[src/rtl/mem_port_arbiter.sv]
// Round-robin arbiter and sequencer that shares one single-port word memory
// between instruction fetch and load/store, with programmable wait cycles.
`timescale 1ns/1ps

module mem_port_arbiter #(
  parameter int WAIT_CYCLES = 0,
  parameter int MEM_SIZE    = 256
) (
  input  logic        clk,
  input  logic        rst,
  input  logic        if_req,
  input  logic [31:0] if_addr,
  output logic        if_ack,
  output logic [31:0] if_rdata,
  output logic        if_err,
  input  logic        d_req,
  input  logic        d_we,
  input  logic [31:0] d_addr,
  input  logic [31:0] d_wdata,
  output logic        d_ack,
  output logic [31:0] d_rdata,
  output logic        d_err,
  output logic [31:0] mem_addr,
  output logic [31:0] mem_din,
  output logic        mem_we,
  output logic        mem_re,
  input  logic [31:0] mem_out,
  output logic        busy
);

  typedef enum logic [1:0] {IDLE, ACCESS, RESP} state_t;

  localparam logic       GNT_IF    = 1'b0;
  localparam logic       GNT_D     = 1'b1;
  localparam logic [3:0] WAIT_LOAD = 4'(WAIT_CYCLES);

  state_t      r_state;
  logic [3:0]  r_cnt;
  logic        r_last_gnt;
  logic        r_gnt;
  logic        r_we;
  logic        r_err;
  logic [31:0] r_mem_addr;
  logic [31:0] r_mem_din;
  logic        r_mem_we;
  logic        r_mem_re;
  logic        r_if_ack;
  logic        r_if_err;
  logic [31:0] r_if_rdata;
  logic        r_d_ack;
  logic        r_d_err;
  logic [31:0] r_d_rdata;

  logic        w_any_req;
  logic        w_pick_d;
  logic [31:0] w_addr;
  logic        w_we;
  logic        w_err;
  logic        w_final;
  logic [31:0] w_rdata;

  // Data wins when it is alone, or on a tie when fetch was served last.
  assign w_any_req = if_req | d_req;
  assign w_pick_d  = d_req & (~if_req | (r_last_gnt == GNT_IF));
  assign w_addr    = w_pick_d ? d_addr : if_addr;
  assign w_we      = w_pick_d & d_we;
  assign w_err     = (w_addr >= 32'(MEM_SIZE));
  assign w_final   = (r_cnt == 4'd0);
  assign w_rdata   = (r_err || r_we) ? 32'h0 : mem_out;

  // NOTE: sequential state uses non-blocking assignments so every register
  // samples pre-edge values; the async reset clears outputs (mem_we included)
  // the moment rst rises, without waiting for a clock edge.
  always_ff @(posedge clk or posedge rst) begin
    if (rst) begin
      r_state    <= IDLE;
      r_cnt      <= 4'd0;
      r_last_gnt <= GNT_D;
      r_gnt      <= GNT_IF;
      r_we       <= 1'b0;
      r_err      <= 1'b0;
      r_mem_addr <= 32'h0;
      r_mem_din  <= 32'h0;
      r_mem_we   <= 1'b0;
      r_mem_re   <= 1'b0;
      r_if_ack   <= 1'b0;
      r_if_err   <= 1'b0;
      r_if_rdata <= 32'h0;
      r_d_ack    <= 1'b0;
      r_d_err    <= 1'b0;
      r_d_rdata  <= 32'h0;
    end else begin
      r_if_ack <= 1'b0;
      r_if_err <= 1'b0;
      r_d_ack  <= 1'b0;
      r_d_err  <= 1'b0;
      case (r_state)
        IDLE: begin
          if (w_any_req) begin
            r_gnt      <= w_pick_d;
            r_last_gnt <= w_pick_d;
            r_we       <= w_we;
            r_err      <= w_err;
            r_cnt      <= WAIT_LOAD;
            r_mem_addr <= w_err ? 32'h0 : w_addr;
            r_mem_din  <= (!w_err && w_we) ? d_wdata : 32'h0;
            r_mem_re   <= !w_err && !w_we;
            r_mem_we   <= !w_err && w_we && (WAIT_LOAD == 4'd0);
            r_state    <= ACCESS;
          end
        end
        ACCESS: begin
          if (!w_final) begin
            r_cnt    <= r_cnt - 4'd1;
            // The single write lands in the last ACCESS cycle only.
            r_mem_we <= r_we && !r_err && (r_cnt == 4'd1);
          end else begin
            r_mem_addr <= 32'h0;
            r_mem_din  <= 32'h0;
            r_mem_we   <= 1'b0;
            r_mem_re   <= 1'b0;
            if (r_gnt == GNT_D) begin
              r_d_rdata <= w_rdata;
              r_d_ack   <= 1'b1;
              r_d_err   <= r_err;
            end else begin
              r_if_rdata <= w_rdata;
              r_if_ack   <= 1'b1;
              r_if_err   <= r_err;
            end
            r_state <= RESP;
          end
        end
        RESP:    r_state <= IDLE;
        default: r_state <= IDLE;
      endcase
    end
  end

  assign mem_addr = r_mem_addr;
  assign mem_din  = r_mem_din;
  assign mem_we   = r_mem_we;
  assign mem_re   = r_mem_re;
  assign if_ack   = r_if_ack;
  assign if_err   = r_if_err;
  assign if_rdata = r_if_rdata;
  assign d_ack    = r_d_ack;
  assign d_err    = r_d_err;
  assign d_rdata  = r_d_rdata;
  assign busy     = (r_state != IDLE);

endmodule
[config.mk]
export PLATFORM = sky130hd
export DESIGN_NAME = mem_port_arbiter
export DESIGN_NICKNAME = d
export VERILOG_FILES = /design/src/rtl/mem_port_arbiter.sv
export SDC_FILE = /design/constraint.sdc
export NUM_CORES = 1
export LEC_CHECK = 0
export CORE_MARGIN = 3
export CORE_UTILIZATION = 46
export CTS_BUF_LIST = sky130_fd_sc_hd__clkbuf_4 sky130_fd_sc_hd__clkbuf_8
export DETAILED_ROUTE_END_ITERATION = 12
export PLACE_DENSITY_LB_ADDON = 0.25
export SLEW_MARGIN = 15
export SYNTH_ARGS = -nofsm -noshare
export SYNTH_HDL_FRONTEND = slang
export SYNTH_SLANG_ARGS = --single-unit
[constraint.sdc]
create_clock -name clk -period 15.99 [get_ports clk]
set_clock_uncertainty 0.1 [all_clocks]
set_input_delay 4.797 -clock clk [delete_from_list [all_inputs] [get_ports clk]]
set_output_delay 4.797 -clock clk [all_outputs]
set_load 0.005 [all_outputs]
==> impl_metrics.toml <==
[critical_path]
end_kind = "output port"
start_kind = "flip-flop"
path_class = "flip-flop to output port"
required_ns = 11.09
cp_max_fo = 7
cp_data_arrival_time_ns = 1.75

[clock_tree]
cts_buffers = 17
postCtsResizedCells = 0
clock_path_buffers = 2
ctsHoldBuffers = 0
path_clk_slew_ns = 0.08
tritoncts = "done"
clock-sinks = 144
post_cts_buffers = 0
htree_levels = 4
clockRootBuffer = "clkbuf_8"
clk_latency_ns = 0.43

[pwr]
fin_total_pwr_mw = 1.02
power_density_nw_per_um2 = 113
leakagePower_nw = 3.83
vdd_drop_max_mv = 0.0741

[yosys]
yosys_warnings = 0
syn_nets = 662
ys_types = 43
synthTopCellsByArea = "dfrtp_1 (62%), o21ai_0 (5.4%), nand2_1 (5.2%)"
syn-cell-area_um2 = 5800
ys_ff_latch = 144
ys_seq_area_share_pct = 62.2
yosys.area.top_type = "dfrtp_1"
postSynthCellCount = 526
postSynthAreaPerCell_um2 = 11.0
synth_top_area_share_pct = 61.7

[floorplanning]
die-area_um2 = 14000
core_area_um2 = 12200
start_util_pct = 47.7
core.rowCount = 40
ios = 268
die_h_um = 118
die_x_um = 118

[sta]
fin_crit_ns = 6.64
finalCritPeriodShare_pct = 41.5
setup_tns_ns = 0
slew_headroom_pct = 37.9
timing.fmax_mhz = 151
holdWs_ns = 0.381
slew_violations = 0
rsz0062_at_grt = "false"
finalHoldViolations = 0
setup_violations = 0
tightest_slew_ns = 0.932

[global_routing]
grt_use_met3_pct = 8.04
grtUsageMet1_pct = 26.0
grt_usage_pct = 24.5
grt_pass1_vias = 5235
grt_overflow = 0
met2_usage_pct = 43.6
antenna_found_initial = 0
grt_first_pass_wirelength_um = 27000
grt_max_degree = 77
top_usage_layer = "met2"

[route]
avgViaCountPerCell = 5.15
antenna_left = 0
drc = 0
drt-initial-drc-count = 384
vias = 4972
wl_per_cell_um = 17.5
drt_first_pass_iters = 5
routed_wl_um = 16800

[placed_design]
port_buffers = 267
place_area_um2 = 8490
gp_congestion = 0.908
dp_hpwl_um = 12300

[run]
drv_cap = 0

[run_status]
status = "finished, final reports clean"

[layout]
fin_nets = 920
n_antenna_cell = 0
fin_area_um2 = 8980
fillCellCount = 867
area_growth_pct = 54.9
layout-drive-gt1-share_pct = 6.52
mostFrequentLayoutCells = "clkdlybuf4s50_1 (267), dfrtp_1 (143), nand2_1 (81), o21ai_0 (63), nand3_1 (39)"
layout_commonest_cell = "clkdlybuf4s50_1"

[worst_hold_path]
hp-class = "flip-flop to flip-flop"
## stage by stage
step,cells,util (%),setup slack [ns]
final,965,73.8,9.35
after global routing,965,73.8,9.24
after CTS,964,73.6,8.92
after detailed placement,932,69.8,8.47
after global placement,932,69.8,8.54
after floorplan,526,-,7.23
## flip-flops by register name (all words and copies together), names as in the netlist
name        flops
r_gnt           1
mem_din        32
r_err           1
d_rdata        32
r_we            1
mem_re          1
if_err          1
d_ack           1
mem_we          1
r_last_gnt      1
r_cnt           4
if_rdata       32
mem_addr       32
d_err           1
if_ack          1
r_state         2
## layout make-up
cell class,instances,area [um^2],share of cell area (%)
clock buffers,24,318,3.54
clock inverters,8,150,1.67
inverters,38,148,1.64
multi-input cells,310,1820,20.3
flip-flops and latches,144,3600,40.2
well taps,168,210,2.34
repair buffers,273,2730,30.4
## synthesized netlist by cell type
cell type  number
dfrtp_1       143
nand2_1        81
o21ai_0        63
nand3_1        40
inv_1          38
a22o_1         32
and2_1         25
nor4_1         14
clkbuf_1       11
o31ai_1         9
mux2i_1         8
buf_2           7
buf_6           6
nor2_1          5
buf_4           4
o21ai_2         4
ha_1            3
o22a_1          3
a21o_1          2
buf_12          2
clkbuf_2        2
nand4_1         2
xor2_1          2
a211oi_4        1
a21bo_2         1
a21boi_1        1
a21oi_1         1
a22oi_1         1
a2bb2oi_1       1
a31oi_1         1
and3_1          1
buf_8           1
clkbuf_8        1
dfstp_2         1
nand2b_1        1
nor2_2          1
nor2b_1         1
nor3_1          1
nor3_4          1
nor3b_1         1
or2_2           1
or2b_1          1
or3b_1          1
## per-layer routing
metal	vias to the layer above	wire length (um)	share of wire [%]
li1	2301	-	-
met1	2397	5820	35
met2	228	8990	53
met3	46	1300	7.7
met4	0	722	4.3
met5	-	0	0
## critical path, cell delays in order, from the launching register on
cell and delay [ns]:
dfrtp_1 0.40, nor2_2 0.37, inv_1 0.09, clkdlybuf4s50_1 0.46
## power breakdown
part / switching (mW) / internal (mW) / leakage [nW]
logic: 0.137 / 0.122 / 1.61
registers: 0.0253 / 0.406 / 1.99
clock network: 0.132 / 0.195 / 0.236
## logic make-up after synthesis
group / Yosys count / share of synthesized area, %
AOI/OAI and AO/OA: 120 / 13.9
xor gates and xnor gates: 2 / 0.302
adders and majority gates: 3 / 0.648
buffers and inverters: 72 / 6.82
DFF: 144 / 62.2
muxes: 8 / 1.38
and+or+nand+nor: 177 / 14.8
## worst paths after layout
check	to	startpoint	slack [ns]	cells after the start
setup / recovery	busy	r_state[0]	9.35	3
hold / removal	d_rdata[25]	d_rdata[25]	0.38	2
setup reg to reg	d_rdata[29]	r_cnt[1]	13.50	6
hold reg to reg	d_rdata[25]	d_rdata[25]	0.38	2
max in group asynchronous	mem_addr[30]	rst	9.68	3
min in group asynchronous	mem_addr[21]	rst	4.72	2
Power figures use the tool's default switching activity.
